[config.mk]
export PLATFORM = sky130hd
export DESIGN_NAME = pll_band_cal
export DESIGN_NICKNAME = d
export VERILOG_FILES = /design/src/rtl/pll_band_cal.sv
export SDC_FILE = /design/constraint.sdc
export NUM_CORES = 1
export LEC_CHECK = 0
export ABC_AREA = 1
export ABC_CLOCK_PERIOD_IN_PS = 2150
export CAP_MARGIN = 25
export CORE_ASPECT_RATIO = 1.75
export CORE_MARGIN = 5
export CORE_UTILIZATION = 45
export CTS_BUF_LIST = sky130_fd_sc_hd__clkbuf_2 sky130_fd_sc_hd__clkbuf_4 sky130_fd_sc_hd__clkbuf_8
export DETAILED_ROUTE_END_ITERATION = 10
export SYNTH_ARGS = -nofsm -noshare
export SYNTH_HDL_FRONTEND = slang
export SYNTH_SLANG_ARGS = --single-unit
[constraint.sdc]
create_clock -name CLK -period 2.15 [get_ports CLK]
set_clock_uncertainty 0.2 [all_clocks]
set_input_delay 0.43 -clock CLK [delete_from_list [all_inputs] [get_ports CLK]]
set_output_delay 0.43 -clock CLK [all_outputs]
set_load 0.005 [all_outputs]
[src/rtl/pll_band_cal.sv]
`default_nettype none
// ============================================================================
// Module   : pll_band_cal
// Brief    : PLL VCO coarse-band SAR calibration with windowed lock detect.
// Revision : 1.0 - initial release
// ============================================================================
module pll_band_cal #(
    parameter int BW       = 4,
    parameter int CW       = 12,
    parameter int WINDOW   = 1024,
    parameter int TARGET   = 1024,
    parameter int SETTLE   = 64,
    parameter int TOL      = 8,
    parameter int LOCK_WIN = 4
) (
    input  logic          CLK,
    input  logic          Reset,
    input  logic          Start,
    input  logic          FB,
    output logic [BW-1:0] Band,
    output logic          PFD_Resetn,
    output logic          Busy,
    output logic          Done,
    output logic          Lock
);

    localparam logic [2:0] c_IDLE   = 3'd0;
    localparam logic [2:0] c_SETTLE = 3'd1;
    localparam logic [2:0] c_COUNT  = 3'd2;
    localparam logic [2:0] c_DECIDE = 3'd3;
    localparam logic [2:0] c_TRACK  = 3'd4;

    localparam int TMAX = (WINDOW > SETTLE) ? WINDOW : SETTLE;
    localparam int TW   = $clog2(TMAX + 1);
    localparam int IW   = (BW > 1) ? $clog2(BW) : 1;
    localparam int GW   = $clog2(LOCK_WIN + 1);

    localparam logic [BW-1:0] c_MID         = {1'b1, {(BW-1){1'b0}}};
    localparam logic [TW-1:0] c_SETTLE_LAST = TW'(SETTLE - 1);
    localparam logic [TW-1:0] c_WIN_LAST    = TW'(WINDOW - 1);
    localparam logic [IW-1:0] c_TOP_BIT     = IW'(BW - 1);
    localparam logic [GW-1:0] c_LOCK_WIN    = GW'(LOCK_WIN);

    logic [2:0]    state_q, state_d;
    logic [BW-1:0] band_q, band_d;
    logic [IW-1:0] idx_q, idx_d;
    logic [TW-1:0] timer_q, timer_d;
    logic [CW-1:0] cnt_q, cnt_d;
    logic [GW-1:0] good_q, good_d;
    logic          pfd_q, pfd_d;
    logic          busy_q, busy_d;
    logic          done_q, done_d;
    logic          lock_q, lock_d;
    logic          fb_s1_q, fb_s2_q, fb_d1_q;

    logic          w_fb_rise;
    logic [CW-1:0] w_cnt_inc;
    logic [31:0]   w_cnt_ext;
    logic [31:0]   w_inc_ext;
    logic          w_in_tol;
    logic [GW-1:0] w_good_inc;

    assign w_fb_rise  = fb_s2_q & ~fb_d1_q;
    // Saturating count: a window that overflows is treated as all-ones.
    assign w_cnt_inc  = (w_fb_rise && (cnt_q != {CW{1'b1}})) ? cnt_q + 1'b1 : cnt_q;
    assign w_cnt_ext  = {{(32-CW){1'b0}}, cnt_q};
    assign w_inc_ext  = {{(32-CW){1'b0}}, w_cnt_inc};
    assign w_in_tol   = ((w_inc_ext + TOL) >= TARGET) && (w_inc_ext <= (TARGET + TOL));
    assign w_good_inc = (good_q == c_LOCK_WIN) ? good_q : good_q + 1'b1;

    always_comb begin
        state_d = state_q;
        band_d  = band_q;
        idx_d   = idx_q;
        timer_d = timer_q;
        cnt_d   = cnt_q;
        good_d  = good_q;
        pfd_d   = pfd_q;
        busy_d  = busy_q;
        done_d  = done_q;
        lock_d  = lock_q;
        case (state_q)
            c_SETTLE: begin
                if (timer_q == c_SETTLE_LAST) begin
                    state_d = c_COUNT;
                    timer_d = '0;
                    cnt_d   = '0;
                end else begin
                    timer_d = timer_q + 1'b1;
                end
            end
            c_COUNT: begin
                cnt_d = w_cnt_inc;
                if (timer_q == c_WIN_LAST) begin
                    state_d = c_DECIDE;
                    timer_d = '0;
                end else begin
                    timer_d = timer_q + 1'b1;
                end
            end
            c_DECIDE: begin
                if (w_cnt_ext > TARGET) begin
                    band_d[idx_q] = 1'b0;
                end
                if (idx_q != '0) begin
                    band_d[idx_q - 1'b1] = 1'b1;
                    idx_d   = idx_q - 1'b1;
                    state_d = c_SETTLE;
                end else begin
                    state_d = c_TRACK;
                    pfd_d   = 1'b1;
                    busy_d  = 1'b0;
                    done_d  = 1'b1;
                    cnt_d   = '0;
                end
                timer_d = '0;
            end
            c_TRACK: begin
                cnt_d = w_cnt_inc;
                if (timer_q == c_WIN_LAST) begin
                    timer_d = '0;
                    cnt_d   = '0;
                    if (w_in_tol) begin
                        good_d = w_good_inc;
                        lock_d = (w_good_inc == c_LOCK_WIN);
                    end else begin
                        good_d = '0;
                        lock_d = 1'b0;
                    end
                end else begin
                    timer_d = timer_q + 1'b1;
                end
            end
            default: ;
        endcase
        // A start request outranks any tracking activity in the same cycle.
        if (Start && ((state_q == c_IDLE) || (state_q == c_TRACK))) begin
            state_d = c_SETTLE;
            band_d  = c_MID;
            idx_d   = c_TOP_BIT;
            timer_d = '0;
            cnt_d   = '0;
            good_d  = '0;
            pfd_d   = 1'b0;
            busy_d  = 1'b1;
            done_d  = 1'b0;
            lock_d  = 1'b0;
        end
    end

    always_ff @(posedge CLK or posedge Reset) begin
        if (Reset) begin
            state_q <= c_IDLE;
            band_q  <= c_MID;
            idx_q   <= c_TOP_BIT;
            timer_q <= '0;
            cnt_q   <= '0;
            good_q  <= '0;
            pfd_q   <= 1'b0;
            busy_q  <= 1'b0;
            done_q  <= 1'b0;
            lock_q  <= 1'b0;
            fb_s1_q <= 1'b0;
            fb_s2_q <= 1'b0;
            fb_d1_q <= 1'b0;
        end else begin
            state_q <= state_d;
            band_q  <= band_d;
            idx_q   <= idx_d;
            timer_q <= timer_d;
            cnt_q   <= cnt_d;
            good_q  <= good_d;
            pfd_q   <= pfd_d;
            busy_q  <= busy_d;
            done_q  <= done_d;
            lock_q  <= lock_d;
            fb_s1_q <= FB;
            fb_s2_q <= fb_s1_q;
            fb_d1_q <= fb_s2_q;
        end
    end

    assign Band       = band_q;
    assign PFD_Resetn = pfd_q;
    assign Busy       = busy_q;
    assign Done       = done_q;
    assign Lock       = lock_q;

endmodule
`default_nettype wire

Word level (Yosys, flattened, before mapping) --
Cells that the tools add are included.
Storage, ports and cells: flip-flop bits (word level) 41, latch bits 0, bits in writable memories 0, memory bits (read-only) 0, input bits 4, output and inout port bits 8, word-level logic and storage cells 105, memories kept 0
Cells by class: add/sub/neg operators 5, multiply operators 0, divide/modulo/power cells 0, magnitude comparators 7, equal/unequal tests 13, shift-type cells 0, mux-type cells 42, bitwise logic cells 5, reductions and logical operators 21
Operators with widths (number):
- 2-to-1 mux 12 bit | 5
- one-hot mux 12 bit (4 select lines) | 1
- 2-to-1 mux 11 bit | 3
- one-hot mux 11 bit (3 select lines) | 1
- 2-to-1 mux 3 bit | 9
- 2-to-1 mux 4 bit | 5
- adder 12 x 4 -> 13 bit, second input constant | 1
- greater-or-equal comparator 13 x 11 -> 1 bit, second input constant | 1
- adder 12 x 1 -> 12 bit, second input constant | 1
- greater-than comparator 12 x 11 -> 1 bit, second input constant | 1
- <= comparator 12 x 11 -> 1 bit, second input constant | 1
- 2-to-1 mux 1 bit | 12
- inequality test 12 bit, second input constant | 1
- adder 11 x 1 -> 11 bit, second input constant | 1
- == test 11 x 10 -> 1 bit, second input constant | 1
- == test 11 x 6 -> 1 bit, second input constant | 1
- nonzero test 2 bit | 5
- == test 3 bit, second input constant | 3
- inequality test 3 bit, second input constant | 3
- one-hot mux 3 bit (3 select lines) | 1
- nonzero test 4 bit | 2
- == test 3 x 2 -> 1 bit, second input constant | 2
- less-than comparator 2 x 3 -> 1 bit, second input constant | 2
- 2-to-1 mux 2 bit | 3
- 18 further kinds | 27

Depth between registers and ports, before layout --
Gate-level depths: netlist of run 1.
word-level depth 12, depth in mapped cells 14, depth with buffers taken out 14

Worst setup path after synthesis of run 1 --
No wires, ideal clock.
path kind register -> register, start register timer_q[0], end register cnt_q[10], setup time 0.136 ns, data arrival time 1.601 ns, data required time 1.814 ns, slack 0.213 ns, stages on the path, launching flop included 10, path buffers 1, clock period less this slack 1.937 ns, path through dfrtp_1 > ha_1 > nand2_1 > nor3b_2 > nand2_1 > nor2_2 > nand4_2 > o211ai_2 > buf_4 > o22ai_1
Between the ends: word-level cells in the longest chain between the ends 4
RTL lines:
- start: declaration | RTL line 47 | logic [TW-1:0] timer_q, timer_d;
- start signal: assignment | RTL line 170 | timer_q <= timer_d;
- == test 11 x 10 -> 1 bit | RTL line 120 | if (timer_q == c_WIN_LAST) begin
- 2-to-1 mux 12 bit | RTL line 120
- one-hot mux 12 bit (4 select lines) | RTL line 82 | case (state_q)
- 2-to-1 mux 12 bit | RTL line 137 | if (Start && ((state_q == c_IDLE) || (state_q == c_TRACK))) begin
- end signal: assignment | RTL line 171 | cnt_q <= cnt_d;
- end: declaration | RTL line 48 | logic [CW-1:0] cnt_q, cnt_d;
Several ways; a longest one is shown, not always the timed one. A chain may end at the register's enable or synchronous reset.

Worst setup path after layout of run 1 --
start register timer_q[0], end register cnt_q[3]
Same word-level chain as after synthesis.

==> impl_metrics.ini, run 1 <==
[setup_path]
critPathMaxStageDelay_ns = 0.40
cp_common_cell = nand4_1
cp.arrival_ns = 2.07
timing.critical_path.buf_inv = 3
cp_max_fo = 6
r2r_cells = 10
r2r_slack_ns = 0.06
r2r-start = timer_q[0]$_DFFE_PP0P_
critPathKind = register to register
crit_chain = ha_4 -> nand2_2 -> nor3b_2 -> buf_4 -> nand4_1 -> nand4_1 -> inv_2 -> nor3_4 -> buf_6 -> o22ai_1
crit_family = simple AND/OR/NAND/NOR gates
cp.required_ns = 2.13
cp_slowest_cell = dfrtp_1
start_kind = register
end_kind = register
rr_endpoint = cnt_q[3]$_DFFE_PP0P_

[floorplan]
fp.dieW_microns = 67.9
die-height_microns = 111
num_rows = 37
io_pins = 12
dieArea_sq_um = 7560
start_util = 0.456
core_sq_um = 5790

[sta]
clock.fmax_ghz = 0.477
fin_setup_tns_ns = 0
finalCriticalPeriod_ns = 2.09
setup_viol = 0
relSlewSlack = 0.765
rsz0062_at_grt = yes
hold_viol_final = 0
drv_slew = 0
setup_ws_ns = 0.0554
worst_pin_slew_ns = 0.352
fin_hold_ws_ns = 0.162
fin_crit_sh = 0.974

[clocking]
cts_max_path_buffers = 2
clock_latency_ns = 0.30
ctsHtreeMaxLevel = 2
cts.sinks = 41
clk_pin_slew_ns = 0.08
cts_buffers = 5
root_buffer = clkbuf_8
cts_hold_buffers = 0
cts_tree = yes

[logic_synthesis]
ys_ff_latch = 41
avgSynthCellArea_sq_um = 7.81
yosysUniqueCellTypes = 40
synthesis.area_sq_um = 2640
seq_area_frac_synth = 0.390
yosys_warnings = 0
syn-num-nets = 351
syn_inst = 338

[hold_path]
holdPathEnd = fb_s2_q$_DFF_PP0_
min_from = fb_s1_q$_DFF_PP0_
holdPathStages = 0
min_path_type = register to register

[placed_design]
dp.final_hpwl_mm = 4.62
place_congestion = 0.846
placedCellCount = 444
dp_slack_ns = 0.0277
io_buffers = 11

[outcome]
status = finished clean

[detailed_routing]
vias = 2320
dr.pass1.iters = 4
wl_per_cell_microns = 13.5
avgViaCountPerCell = 5.05
drc = 0
drt_iter0_drc = 72
drt-total-wl_mm = 6.18
drtAntennaViolNets = 0

[power_and_ir_drop]
p_per_area_nw_per_um2 = 991
vdd_drop_max_uv = 715
power.leakage_uw = 0.00153
power_uw = 3340

[layout]
final_common_cell = nand2_1
fin_cells = 459
final_cell_mix = nand2_1, inv_1, dfrtp_1
n_antenna_cell = 0
nets = 393
area_growth_pct = 27.5
drive_gt1_frac = 0.318

[grt]
globalRouteTotalUtil = 0.175
grt_pass1_wl_mm = 10.3
grt_pass1_vias = 2339
grt-ovfl-total = 0
grt_max_degree = 42
antenna_found_initial = 0

[flow_run]
cap_violations = 0
[final cells by class]
type,count,area [sq um]
multi-input cells,246,1600
clock inverters,1,5.00
repair buffers,39,360
well taps,78,97.6
inverters,47,176
clock buffers,7,96.3
fillers,539,2420
flip-flops and latches,41,1030
[worst register-to-register path, stage by stage (launching register included)]
cell	delay, ns
dfrtp_1	0.40
ha_4	0.16
nand2_2	0.06
nor3b_2	0.22
buf_4	0.15
nand4_1	0.15
nand4_1	0.14
inv_2	0.06
nor3_4	0.19
buf_6	0.17
o22ai_1	0.08
[routing by layer]
| layer | vias to the layer above | global-route usage | wire (microns) |
|---|---|---|---|
| met4 | 0 | 0.0691 | 140 |
| li1 | 1189 | - | - |
| met2 | 33 | 0.332 | 3610 |
| met5 | - | 0 | 0 |
| met3 | 13 | 0.0233 | 118 |
| met1 | 1085 | 0.183 | 2310 |
[worst max path at each step]
stage | slack (ns) | endpoint | start | cells past startpoint
2_1_floorplan | 0.21 | cnt_q[10]$_DFFE_PP0P_ | timer_q[0]$_DFFE_PP0P_ | 9
3_3_place_gp | 0.04 | cnt_q[1]$_DFFE_PP0P_ | Start | 9
3_5_place_dp | 0.03 | cnt_q[1]$_DFFE_PP0P_ | Start | 9
4_1_cts | 0.02 | Lock$_DFFE_PP0P_ | cnt_q[0]$_DFFE_PP0P_ | 13
5_1_grt | -0.08 | Lock$_DFFE_PP0P_ | cnt_q[1]$_DFFE_PP0P_ | 14
6_report | 0.06 | cnt_q[3]$_DFFE_PP0P_ | timer_q[0]$_DFFE_PP0P_ | 10
[cell families after synthesis]
kind of cell | after synthesis | synth area share
simple gates | 186 | 0.359
flops | 41 | 0.390
xor+xnor | 5 | 0.0223
compound gates | 45 | 0.106
fa+ha+maj | 9 | 0.0427
buf+inv | 52 | 0.0801
[flip-flops by register name, indices dropped and copies added, names as in the netlist]
name and cells:
cnt_q 12, Lock 1, Busy 1, Band 4, Done 1, fb_d1_q 1, good_q 3, state_q 3
idx_q 2, fb_s2_q 1, fb_s1_q 1, timer_q 11
[per-stage QoR]
step | util | instance area, sq um
detailed placement | 0.519 | 3000
global placement | 0.519 | 3000
CTS | 0.536 | 3100
finish | 0.582 | 3370
global route | 0.582 | 3370
floorplan | - | 2640
[report_power, final]
group	internal, uW	switching, uW	total (uW)	leakage, uW
Combinational	750	965	1720	0.000936
Clock	290	274	564	0.0000542
Sequential	923	135	1060	0.000536
[Yosys cell counts (all sizes together)]
cell type  number  area (sq um)
nand2          99           412
inv            47           176
dfrtp          38           951
nor2           33           170
nand3          27           175
o21ai          15          82.6
a21oi          13          80.1
o22ai          13          81.3
nand4          10          68.8
ha              9           113
nor3            8          55.1
xor2            5          58.8
buf             4          31.3
dfstp           3          78.8
nor3b           3          27.5
nor4            3          18.8
o211ai          2          20.0
or2             2          12.5
a22oi           1          7.51
clkbuf          1          3.75
nand3b          1          7.51
o311ai          1          8.76
[timing repair]
item	CTS	global route
resized for setup	0	56
setup endpoints to repair	0	28
buffers inserted	0	5
Note: power is estimated with default switching activity, not from simulation.
==> inputs of run 2 (changes only) <==
Settings changed: ABC_AREA 1 to unset.
==> impl_metrics.ini, run 2 <==
[outcome]
status = finished, violations left
violations = negative setup slack

[floorplan]
io_pins = 12
core_sq_um = 5830
start_util = 0.455
die-height_microns = 112
num_rows = 37
fp.dieW_microns = 68.1
dieArea_sq_um = 7600

[layout]
nFillCells = 469
utilization = 0.707
final_cell_mix = buf_4, nand2_1, dfrtp_1
nets = 438
largest_register_ff_count = 12
area_growth_pct = 55.3
fin_cells = 504
drive_gt1_frac = 0.425
n_antenna_cell = 0
final_common_cell = buf_4
largest-register = cnt_q

[detailed_routing]
drtAntennaViolNets = 0
avgViaCountPerCell = 5.65
drt-total-wl_mm = 8.26
drt_iter0_drc = 154
vias = 2847
dr.pass1.iters = 5
wl_per_cell_microns = 16.4
drc = 0

[placed_design]
dp.final_hpwl_mm = 5.75
io_buffers = 11
place_congestion = 0.809
placedCellCount = 475

[sta]
fin_crit_sh = 1.22
drv_slew = 0
setup_viol = 28
rsz0062_at_grt = yes
finalCriticalPeriod_ns = 2.62
worst_pin_slew_ns = 0.548
hold_viol_final = 0
setup_ws_ns = -0.465
relSlewSlack = 0.632
clock.fmax_ghz = 0.382
fin_setup_tns_ns = -7.76
fin_hold_ws_ns = 0.158

[logic_synthesis]
synth_edf_count = 0
seq_area_frac_synth = 0.388
ys_ff_latch = 41
synth-main-ff-cell = dfrtp_1
synthesis.area_sq_um = 2660
synth_async_sr_flop_share = 1.00
yosysMostFrequentCell = nand2_1
syn_inst = 320
synthTopCellsByCount = nand2_1, dfrtp_1, nor2_1, o21ai_0
synth_area_leaders = dfrtp_1, nand2_1, ha_1
yosysUniqueCellTypes = 54
avgSynthCellArea_sq_um = 8.30
synth_top_area_share = 0.358
syn-num-nets = 333
yosys.area.top_type = dfrtp_1
yosys_warnings = 0

[setup_path]
cp.required_ns = 2.13
crit_chain = or4_4 -> or4_4 -> a221o_1 -> a21oi_4 -> nor2b_1 -> o21ai_1 -> o31ai_1
crit_path_start = timer_q[10]$_DFFE_PP0P_
critPathMaxStageDelay_ns = 0.55
cp.arrival_ns = 2.60
cp_max_fo = 5
start_kind = register
critPathKind = register to register
end_kind = register
cp_common_cell = or4_4
cp_slowest_cell = or4_4
r2r-start = timer_q[10]$_DFFE_PP0P_

[hold_path]
min_path_type = register to register
min_from = fb_s1_q$_DFF_PP0_

[clocking]
clk_pin_slew_ns = 0.08
cts_buffers = 5
cts_tree = yes
clock_latency_ns = 0.30
ctsHtreeMaxLevel = 2
cts_max_path_buffers = 2
root_buffer = clkbuf_8
cts.sinks = 41

[grt]
grt_max_degree = 29
grt_pass1_vias = 2897
grt-ovfl-total = 0
antenna_found_initial = 0
grt_pass1_wl_mm = 13.0
globalRouteTotalUtil = 0.221

[flow_run]
cap_violations = 0

[power_and_ir_drop]
power_uw = 1750
p_per_area_nw_per_um2 = 425
power.leakage_uw = 0.00178
vdd_drop_max_uv = 572
-- run 2: cell types whose count changed in the layout (fill, tap and decap cells not counted), sizes merged, moves of 12 or more --
cell and delta:
buf +74, inv -35, nand2 -54, nand3 -18, o21ai +18, o22ai -12
-- run 2: logic make-up after synthesis --
kind of cell             after synthesis  synth area share
buffers and inverters                 29            0.0457
multiplexers                           5            0.0193
XOR/XNOR                               3           0.00990
AND/OR/NAND/NOR                      146             0.283
adder cells (fa/ha/maj)                9            0.0424
AO/OA/AOI/OAI                         87             0.212
flip-flops                            41             0.388
-- run 2: worst paths after layout --
check	end	slack [ns]	cells past startpoint
max	timer_q[3]$_DFFE_PP0P_	-0.47	7
min	fb_s2_q$_DFF_PP0_	0.16	0
max reg2reg	timer_q[3]$_DFFE_PP0P_	-0.47	7
min reg2reg	fb_s2_q$_DFF_PP0_	0.16	0
max in group asynchronous	timer_q[1]$_DFFE_PP0P_	1.04	3
min in group asynchronous	fb_s2_q$_DFF_PP0_	0.22	2
-- run 2: metrics by stage --
stage,instance area [sq um],setup slack (ns)
floorplan,2680,-0.322
global placement,3430,-0.428
detailed placement,3430,-0.477
CTS,3780,-0.474
global route,4120,-0.543
finish,4120,-0.465
-- run 2: area by class of cell --
| cell class | instances | area (sq um) | area share |
|---|---|---|---|
| repair buffers | 113 | 956 | 0.232 |
| multi-input cells | 251 | 1900 | 0.461 |
| inverters | 13 | 48.8 | 0.0118 |
| well taps | 78 | 97.6 | 0.0237 |
| clock buffers | 8 | 91.3 | 0.0222 |
| flip-flops and latches | 41 | 1030 | 0.250 |
-- run 2: what timing repair did --
action | in CTS | in global routing
cloned | 1 | 0
setup endpoints to repair | 28 | 29
gates resized for setup | 44 | 67
pin swaps | 21 | 22
buffers inserted | 6 | 15
hold buffers | 0 | 0
-- run 2: power by group --
part | leakage (uW) | internal, uW | switching (uW) | total [uW]
sequential | 0.000525 | 821 | 48.9 | 870
clock | 0.0000498 | 269 | 267 | 536
combinational | 0.00121 | 174 | 171 | 345
-- run 2: routing by layer --
metal  routed length, microns  part of all wire  track usage
met1                     2870              0.35        0.214
met2                     4810              0.58        0.416
met3                      188             0.023       0.0424
met4                      388             0.047        0.113
met5                        0                 0            0
-- run 2: worst max-delay path: cells and delay by family (launching register included) --
family	cells	cell delay (ns)
DFF	1	0.40
AOI/OAI and AO/OA	4	0.85
and+or+nand+nor	3	1.05
==> inputs of run 3 (changes only) <==
Settings changed: ABC_CLOCK_PERIOD_IN_PS 2150 to 2400, CORE_MARGIN 5 to unset.
Clock period 2.15 ns to 2.4 ns, I/O delays scaled along.
==> impl_metrics.ini, run 3 (synthesis gave the netlist of run 2 again) <==
[flow_run]
cap_violations = 0

[hold_path]
min_path_type = register to register
min_from = fb_s1_q$_DFF_PP0_
holdPathStages = 0

[power_and_ir_drop]
power.leakage_uw = 0.00173
p_per_area_nw_per_um2 = 417
vdd_drop_max_uv = 447
power_uw = 1680

[sta]
relSlewSlack = 0.606
fin_crit_sh = 1.11
worst_pin_slew_ns = 0.585
clock.fmax_ghz = 0.377
finalCriticalPeriod_ns = 2.65
fin_hold_ws_ns = 0.155
hold_viol_final = 0
rsz0062_at_grt = yes
drv_slew = 0
fin_setup_tns_ns = -2.33
setup_ws_ns = -0.254
setup_viol = 15

[clocking]
root_buffer = clkbuf_8
clk_pin_slew_ns = 0.08
cts_hold_buffers = 0
cts.sinks = 41
cts_tree = yes
cts_max_path_buffers = 2
ctsHtreeMaxLevel = 2
clock_latency_ns = 0.30
cts_buffers = 5

[setup_path]
cp_slowest_cell = or4_4
cp.arrival_ns = 2.64
cp_max_fo = 5
critPathMaxStageDelay_ns = 0.53
end_kind = register
crit_chain = or4_4 -> nor4_1 -> o221ai_1 -> a21oi_4 -> a31oi_1 -> o21ai_1 -> o31ai_1
r2r-start = timer_q[10]$_DFFE_PP0P_
critPathKind = register to register
cp.required_ns = 2.38
r2r_cells = 7
crit_path_start = timer_q[10]$_DFFE_PP0P_
start_kind = register

[detailed_routing]
drt-total-wl_mm = 8.03
drtAntennaViolNets = 0
drt_iter0_drc = 132
avgViaCountPerCell = 5.76
drc = 0
vias = 2828
dr.pass1.iters = 4
wl_per_cell_microns = 16.4

[placed_design]
io_buffers = 11
dp.final_hpwl_mm = 5.61
placed_area_sq_um = 3350
place_congestion = 0.850

[layout]
final_cell_mix = buf_4, nand2_1, dfrtp_1
final_area_sq_um = 4030
nets = 427
n_antenna_cell = 0
largest_register_ff_count = 12
largest-register = cnt_q
final_common_cell = buf_4
drive_gt1_frac = 0.402
area_growth_pct = 51.8

[grt]
grt_pass1_wl_mm = 12.7
globalRouteTotalUtil = 0.266
grt_max_degree = 21
grt_pass1_vias = 2860
antenna_found_initial = 0
grt-ovfl-total = 0

[floorplan]
fp.dieW_microns = 60.1
core_sq_um = 5630
start_util = 0.472
io_pins = 12
num_rows = 36
dieArea_sq_um = 6220
die-height_microns = 104

[outcome]
status = finished, violations left
violations = negative setup slack
[run 3: changes by cell type in the layout (fill, tap and decap cells not counted), moves of 3 or more]
cell	previous run	this run
buf_4	84	77
o21ai_0	6	11
o31ai_2	5	1
buf_6	16	13
o21ai_1	18	15
o31ai_1	6	9
[run 3: where the power goes]
group / switching [uW] / internal, uW / leakage, uW
Sequential: 45.8 / 736 / 0.000524
Combinational: 147 / 159 / 0.00115
Clock: 242 / 351 / 0.0000619
Total: 435 / 1250 / 0.00173
[run 3: repair_timing]
item | in CTS | in global routing
gates cloned | 1 | 0
buffers inserted | 7 | 11
resized for setup | 35 | 70
pin swaps | 15 | 35
setup endpoints to repair | 24 | 24
[run 3: final cells by class]
cell class | count | area (sq um)
clock buffer | 7 | 90.1
clock inverter | 1 | 30.0
fill | 448 | 1600
inverter | 13 | 48.8
multi-input combinational | 251 | 1890
sequential | 41 | 1030
tap | 76 | 95.1
timing repair buffer | 102 | 850
[run 3: metal layers]
metal  vias up  part of all wire  GRT usage
met2        52              0.58      0.505
met5         -                 0          0
met3        25             0.023     0.0424
met1      1401              0.36      0.255
met4         0             0.037      0.135
li1       1350                 -          -
[run 3: final timing paths]
check                                          to  slack (ns)
hold reg to reg                 fb_s2_q$_DFF_PP0_        0.16
min in group asynchronous       fb_s1_q$_DFF_PP0_        0.18
setup / recovery           timer_q[4]$_DFFE_PP0P_       -0.25
max in group asynchronous    cnt_q[9]$_DFFE_PP0P_        1.26
hold / removal                  fb_s2_q$_DFF_PP0_        0.16
setup reg to reg           timer_q[4]$_DFFE_PP0P_       -0.25
[run 3: worst max-delay path, delay by kind of cell (launching register included)]
kind	cells	cell delay, ns
and+or+nand+nor	2	0.99
AOI/OAI and AO/OA	5	0.97
DFF	1	0.38
[run 3: through the flow]
stage / setup slack [ns] / std cells / util
final: -0.254 / 491 / 0.716
after global routing: -0.353 / 491 / 0.716
after CTS: -0.184 / 481 / 0.656
after detailed placement: -0.199 / 465 / 0.594
after global placement: -0.158 / 465 / 0.594
after floorplan: -0.0733 / 320 / -
